[src/rtl/sys_bus_xbar.sv]
// sys_bus_xbar: registered single-master to NUM_SLV-slave bus with base/mask decode,
// wait states, timeout and decode-error response. Stats counters under BUS_XBAR_STATS_EN.
module sys_bus_xbar #(
  parameter int NUM_SLV = 4,
  parameter int ADDR_W  = 64,
  parameter int DATA_W  = 64,
  parameter logic [NUM_SLV*ADDR_W-1:0] SLV_BASE = {64'h0000_0000_2000_0000, 64'h0000_0000_1000_0000,
                                                   64'h0000_0000_8000_0000, 64'h0000_0000_0000_0000},
  parameter logic [NUM_SLV*ADDR_W-1:0] SLV_MASK = {4{64'hFFFF_FFFF_F000_0000}},
  parameter int TIMEOUT = 255
) (
  input  logic                      clk,
  input  logic                      rst_n,
  input  logic                      m_req,
  input  logic [ADDR_W-1:0]         m_addr,
  input  logic [DATA_W-1:0]         m_wdata,
  input  logic [2:0]                m_rd_ctrl,
  input  logic [2:0]                m_wr_ctrl,
  output logic                      m_ready,
  output logic [DATA_W-1:0]         m_rdata,
  output logic                      m_err,
  output logic [NUM_SLV-1:0]        s_req,
  output logic [ADDR_W-1:0]         s_addr,
  output logic [DATA_W-1:0]         s_wdata,
  output logic [2:0]                s_rd_ctrl,
  output logic [2:0]                s_wr_ctrl,
  input  logic [NUM_SLV-1:0]        s_ack,
  input  logic [NUM_SLV*DATA_W-1:0] s_rdata,
  output logic [31:0]               stat_txn,
  output logic [31:0]               stat_err
);

  typedef enum logic [1:0] {IDLE, ACCESS, RESP} state_t;

  localparam logic [15:0] TIMEOUT_C = 16'(TIMEOUT);

  state_t              state_q, state_d;
  logic [NUM_SLV-1:0]  req_d, hit;
  logic [ADDR_W-1:0]   addr_d;
  logic [DATA_W-1:0]   wdata_d, rdata_d, sel_rdata;
  logic [2:0]          rd_d, wr_d;
  logic                ready_d, err_d, found, ack_hit;
  logic [15:0]         cnt_q, cnt_d;

  always_comb begin
    state_d   = state_q;
    req_d     = s_req;
    addr_d    = s_addr;
    wdata_d   = s_wdata;
    rd_d      = s_rd_ctrl;
    wr_d      = s_wr_ctrl;
    ready_d   = 1'b0;
    rdata_d   = m_rdata;
    err_d     = m_err;
    cnt_d     = cnt_q;
    hit       = '0;
    found     = 1'b0;
    sel_rdata = '0;

    // Lowest-indexed matching window wins when windows overlap.
    for (int i = 0; i < NUM_SLV; i++) begin
      if (!found && ((m_addr & SLV_MASK[i*ADDR_W +: ADDR_W]) == SLV_BASE[i*ADDR_W +: ADDR_W])) begin
        hit[i] = 1'b1;
        found  = 1'b1;
      end
      if (s_req[i]) sel_rdata = s_rdata[i*DATA_W +: DATA_W];
    end
    ack_hit = |(s_ack & s_req);

    case (state_q)
      IDLE: begin
        if (m_req && (m_rd_ctrl != 3'd0 || m_wr_ctrl != 3'd0)) begin
          if ((m_rd_ctrl != 3'd0 && m_wr_ctrl != 3'd0) || !found) begin
            state_d = RESP;
            ready_d = 1'b1;
            err_d   = 1'b1;
            rdata_d = '0;
          end else begin
            state_d = ACCESS;
            req_d   = hit;
            addr_d  = m_addr;
            wdata_d = m_wdata;
            rd_d    = m_rd_ctrl;
            wr_d    = m_wr_ctrl;
            cnt_d   = '0;
          end
        end
      end
      ACCESS: begin
        // An ack on the timeout edge still completes as a normal data response.
        if (ack_hit) begin
          state_d = RESP;
          req_d   = '0;
          ready_d = 1'b1;
          err_d   = 1'b0;
          rdata_d = (s_rd_ctrl != 3'd0) ? sel_rdata : '0;
        end else if (cnt_q + 16'd1 == TIMEOUT_C) begin
          state_d = RESP;
          req_d   = '0;
          ready_d = 1'b1;
          err_d   = 1'b1;
          rdata_d = '0;
        end else begin
          cnt_d = cnt_q + 16'd1;
        end
      end
      RESP: begin
        state_d = IDLE;
        cnt_d   = '0;
      end
      default: state_d = IDLE;
    endcase
  end

  always_ff @(posedge clk) begin
    if (!rst_n) begin
      state_q   <= IDLE;
      s_req     <= '0;
      s_addr    <= '0;
      s_wdata   <= '0;
      s_rd_ctrl <= '0;
      s_wr_ctrl <= '0;
      m_ready   <= 1'b0;
      m_rdata   <= '0;
      m_err     <= 1'b0;
      cnt_q     <= '0;
    end else begin
      state_q   <= state_d;
      s_req     <= req_d;
      s_addr    <= addr_d;
      s_wdata   <= wdata_d;
      s_rd_ctrl <= rd_d;
      s_wr_ctrl <= wr_d;
      m_ready   <= ready_d;
      m_rdata   <= rdata_d;
      m_err     <= err_d;
      cnt_q     <= cnt_d;
    end
  end

`ifdef BUS_XBAR_STATS_EN
  logic [31:0] txn_q, errc_q;

  // Saturating counters, updated on the cycle the response strobe is high.
  always_ff @(posedge clk) begin
    if (!rst_n) begin
      txn_q  <= '0;
      errc_q <= '0;
    end else if (m_ready) begin
      if (txn_q != 32'hFFFF_FFFF) txn_q <= txn_q + 32'd1;
      if (m_err && errc_q != 32'hFFFF_FFFF) errc_q <= errc_q + 32'd1;
    end
  end

  assign stat_txn = txn_q;
  assign stat_err = errc_q;
`else
  assign stat_txn = '0;
  assign stat_err = '0;
`endif

endmodule

[config.mk]
export PLATFORM = sky130hd
export DESIGN_NAME = sys_bus_xbar
export DESIGN_NICKNAME = d
export VERILOG_FILES = /design/src/rtl/sys_bus_xbar.sv
export SDC_FILE = /design/constraint.sdc
export NUM_CORES = 1
export LEC_CHECK = 0
export BUFFER_PORTS_ARGS = -buffer_cell sky130_fd_sc_hd__buf_4
export CAP_MARGIN = 10
export CORE_AREA = 2 2 259 261
export CTS_CLUSTER_DIAMETER = 200
export DETAILED_ROUTE_END_ITERATION = 7
export DIE_AREA = 0 0 261 263
export SKIP_CTS_REPAIR_TIMING = 1
export SYNTH_ARGS = -nofsm -noshare
export SYNTH_HDL_FRONTEND = slang
export SYNTH_SLANG_ARGS = --single-unit
[constraint.sdc]
create_clock -name clk -period 3.4 [get_ports clk]
set_input_delay 0.68 -clock clk [delete_from_list [all_inputs] [get_ports clk]]
set_output_delay 0.68 -clock clk [all_outputs]
set_load 0.02 [all_outputs]
-- Yosys cells after proc, flatten, opt, wreduce, memory -nomap -nowiden
Cells that the tools add are included.
- muxes and demuxes: 42
- reductions and logical operators: 24
- bitwise operators: 2
- add/subtract/negate cells: 1
- eq/ne operators: 12
- operators with widths (operator ; count):
    $mux W64 ; 9
    $pmux W64 S2 ; 1
    $logic_not A64 Y1 ; 1
    $mux W16 ; 4
    $pmux W16 S3 ; 1
    $eq A36 B1 Y1 const B ; 1
    $eq A36 B2 Y1 const B ; 1
    $eq A36 B4 Y1 const B ; 1
    $add A16 B1 Y16 const B ; 1
    $eq A16 B8 Y1 const B ; 1
    $mux W4 ; 4
    $mux W1 ; 15
    $reduce_bool A3 Y1 ; 4
    $ne A2 B2 Y1 const B ; 5
    $mux W2 ; 4
    $pmux W4 S2 ; 1
    $reduce_and A4 Y1 ; 2
    $logic_and A1 B1 Y1 ; 5
    $reduce_and A5 Y1 ; 1
    $and A4 B4 Y4 ; 1
    $logic_not A1 Y1 ; 4
    $pmux W1 S2 ; 2
    $pmux W2 S2 ; 1
    $reduce_or A4 Y1 ; 1
    other kinds (9) ; 10
- register bits: 222
- output and inout bits: 268

-- Depth between registers and ports, before layout
- depth after elaboration: 16
- depth in mapped cells: 10
- depth with buffers taken out: 8

-- Least setup slack after synthesis
No wires, ideal clock.
- kind: register -> register
- start: register cnt_q[0]
- end: register m_rdata[30]
- path buffers: 1
- library setup time: 0.117 ns
- data arrival time: 2.586 ns
- required time: 3.283 ns
- clock period less this slack: 2.702 ns
- cell stages (with the launch flop): 10
- setup slack: 0.698 ns
- path through: dfxtp_1 ha_1 nand3_1 or3_1 a2111oi_4 o221ai_4 o311ai_4 nor2_4 buf_4 a22o_1
- longest elaborated chain between the ends: 4
- ends and longest elaborated chain (item ; line ; RTL):
    start, declared ; 43 ; logic [15:0] cnt_q, cnt_d;
    start signal, assigned ; 137 ; cnt_q <= cnt_d;
    $add A16 B1 Y16 ; 97 ; end else if (cnt_q + 16'd1 == TIMEOUT_C) begin
    $eq A16 B8 Y1 ; 97 ;
    $ne A3 B3 Y1 (no source line) ; - ;
    $reduce_and A4 Y1 (no source line) ; - ;
    end signal, assigned ; 135 ; m_rdata <= rdata_d;
    end, declared ; 20 ; output logic [DATA_W-1:0] m_rdata,
Every way passes these cells.
A chain may end at the register's enable or synchronous reset.

-- Worst setup path after layout
- start: register cnt_q[0]
- end: register m_rdata[39]
The elaborated chain is that of the path after synthesis.

==> results_dict.tcl <==
set metrics [dict create \
    whs_path_depth 3 \
    synth_cell_type_count 50 \
    syn_area_mm2 0.01001 \
    multi_input_area_mm2 0.004877 \
    maxCapViolCount 0 \
    reg2reg_to "m_rdata[39]$_SDFFE_PN0P_" \
    antenna_found_initial 7 \
    fin_skew_ps 18.94 \
    cp_slowest_stage_delay_ps 430 \
    cts.path.max_buffers 3 \
    hold_class "input pin to register" \
    worstReg2RegStart "cnt_q[0]$_SDFFE_PN0P_" \
    regArea_mm2 0.004456 \
    cts.clk_slew.worst_paths_ps 60 \
    cts_root_buf "clkbuf_16" \
    die-area_mm2 0.06864 \
    clkSinkCount 222 \
    grt_usage_pct 13.01 \
    via_per_inst 4.046 \
    fp.dieW_um 261 \
    reg2reg_depth 9 \
    avgSynthCellArea_um2 7.963 \
    area_growth_pct 61.13 \
    power_density_mw_per_mm2 378.5 \
    cp_data_arrival_time_ps 3470 \
    start_kind "register" \
    io_pins 665 \
    drt-wirelength-per-cell_um 17.82 \
    crit_chain "ha_1, nand3_1, or3_1, a2111oi_4, o221ai_4, o311ai_4, nor2_4, buf_12, a22o_1" \
    grt_pass1_vias 10550 \
    n_fill_cell 7240 \
    final_common_cell "buf_4" \
    insertion_delay_ps 570 \
    synth-seq-area-share_pct 44.40 \
    die_h_um 263 \
    worstPathRequired_ps 3850 \
    critPathSlowestCell "dfxtp_1" \
    drt_iter0_markers 766 \
    max_slew_margin_pct 41.29 \
    cp.buffers_inverters 1 \
    port_buffers 600 \
    finalNetCount 2204 \
    layout_common_cells "buf_4 (614), nand2_1 (282), dfxtp_1 (219)" \
    final_area_mm2 0.01613 \
    dr.pass1.iters 5 \
    ys_ff_latch 222 \
    yosys_warnings 0 \
    num_vias 10890 \
    gp_congestion 0.8704 \
    p_leak_nw 6.900 \
    synth_edf_count 0 \
    fin_crit_sh_pct 88.58 \
    setup_viol 0 \
    crit_path_start "cnt_q[0]$_SDFFE_PN0P_" \
    cp_num_cells 9 \
    wirelength_mm 47.96 \
    clock.fmax_mhz 332.0 \
    synthFlopType "dfxtp_1" \
    drive_gt1_share_pct 37.70 \
    dpl.hpwl_mm 37.11 \
    status "completed" \
    worstSetupPathType "register to register" \
    critPathCapture "m_rdata[39]$_SDFFE_PN0P_" \
    cp_max_fo 23 \
    placed_cell_area_mm2 0.01520 \
    end_kind "register" \
    rows 94 \
    rrSetupSlack_ps 390 \
    vdd_ir_drop_max_uv 393.4 \
    grt_pass1_wl_mm 67.68 \
    drv_slew 0 \
    min_period_ps 3012 \
    fin_util_pct 24.57 \
    grt_overflow_total 0 \
    grt_max_degree 136 \
    netlist_instances 1257 \
    hold_violations 0 \
    initial_core_util_pct 15.25 \
    detail-route-antenna-nets 0 \
    async_flop_share_pct 0 \
    cts_tree "yes" \
    tightest_slew_ps 873.9 \
    drc 0 \
    core_area_mm2 0.06563 \
    cts-buffers-inserted 28 \
    path_delay_family "compound AO/OA/AOI/OAI gates" \
    rsz0062_at_grt "false" \
    cts_max_level 1 \
]
[worst min-delay path by stage]
stage                                     endpoint                    start  slack, ps
after floorplan             cnt_q[15]$_SDFFE_PN0P_   cnt_q[15]$_SDFFE_PN0P_        450
after global placement     s_addr[27]$_SDFFE_PN0P_  s_addr[27]$_SDFFE_PN0P_        440
after detailed placement   s_addr[12]$_SDFFE_PN0P_  s_addr[12]$_SDFFE_PN0P_        450
after CTS                 s_wdata[50]$_SDFFE_PN0P_              m_wdata[50]        320
after global routing       s_addr[13]$_SDFFE_PN0P_               m_addr[13]        330
final                      s_addr[21]$_SDFFE_PN0P_               m_addr[21]        350
[synthesized netlist by cell type (all sizes together) (2+ instances only)]
| cell type | n | share of area [%] |
|---|---|---|
| and2 | 3 | 0.19 |
| a22oi | 66 | 5.0 |
| mux2i | 2 | 0.20 |
| o21a | 2 | 0.15 |
| dfxtp | 222 | 44 |
| a2111oi | 2 | 0.38 |
| nand2 | 283 | 11 |
| nor4 | 10 | 0.63 |
| xor2 | 2 | 0.18 |
| nand3 | 9 | 0.45 |
| and3 | 34 | 2.1 |
| or3 | 6 | 0.38 |
| clkbuf | 85 | 3.2 |
| xnor2 | 4 | 0.35 |
| or2 | 3 | 0.19 |
| ha | 2 | 0.25 |
| o21ai | 66 | 3.3 |
| nor2 | 77 | 3.0 |
| buf | 82 | 6.1 |
| o2bb2ai | 4 | 0.35 |
| o311ai | 2 | 0.43 |
| or3b | 3 | 0.26 |
| o31ai | 11 | 0.83 |
| nand4 | 9 | 0.56 |
| nand2b | 2 | 0.12 |
| nor3 | 3 | 0.15 |
| inv | 3 | 0.11 |
| o22ai | 2 | 0.12 |
| nor2b | 2 | 0.12 |
| o211ai | 12 | 0.90 |
| a22o | 65 | 5.7 |
| a21oi | 169 | 8.4 |
[worst reg2reg max path, stage by stage, from the launching register on]
cell and delay, ps:
dfxtp_1 430, ha_1 240, nand3_1 210, or3_1 410
a2111oi_4 410, o221ai_4 210, o311ai_4 380, nor2_4 170
buf_12 210, a22o_1 240
[flip-flops by register name, summed over array words and instances (netlist names)]
name       cells
state_q        2
s_wdata       64
s_addr        64
m_ready        1
cnt_q         16
m_err          1
m_rdata       64
s_rd_ctrl      3
s_wr_ctrl      3
s_req          4
[cell type report]
type / count / share of cell area (%)
timing repair buffer: 622 / 29.57
clock buffer: 38 / 5.081
multi-input combinational: 927 / 30.24
clock inverter: 12 / 0.6284
inverter: 4 / 0.1009
tap: 864 / 6.703
sequential: 222 / 27.63
antenna: 3 / 0.04655
[power by group]
part           leakage [nW]  internal (mW)  switching, mW  total (mW)
Combinational          4.66          0.310          0.225       0.535
Clock                 0.454           1.75           1.21        2.96
Sequential             1.79           2.60        0.00299        2.60
Total                  6.90           4.67           1.44        6.10
[stage by stage]
stage | cells | hold WS [ps] | setup slack, ps | setup TNS [ps] | power (mW)
final | 2692 | 353.5 | 388.2 | 0 | 6.104
after global routing | 2690 | 326.6 | 111.5 | 0 | 6.330
after CTS | 2689 | 315.2 | 335.0 | 0 | 6.215
after detailed placement | 2639 | 446.9 | -151.3 | -12230 | 3.199
after global placement | 2639 | 442.1 | -146.2 | -9113 | 3.197
after floorplan | 1320 | 452.9 | 697.6 | 0 | 2.845
[cell families after synthesis]
family          after synthesis  synth area share (%)
simple gates                447                 19.01
fa+ha+maj                     3                0.3500
other cells                   1               0.03746
xor+xnor                      6                0.5250
compound gates              405                 26.06
flops                       222                 44.40
mux                           2                0.2000
buf+inv                     171                 9.412
[per-layer routing]
| metal | vias up | GRT usage [%] | part of all wire (%) | wire [um] |
|---|---|---|---|---|
| met3 | 57 | 3.842 | 9.7 | 4643 |
| met1 | 4943 | 15.72 | 40 | 19400 |
| li1 | 5367 | - | - | - |
| met4 | 0 | 3.348 | 2.0 | 981 |
| met5 | - | 0 | 0 | 0 |
| met2 | 525 | 22.36 | 48 | 22930 |
Power figures use the tool's default switching activity.
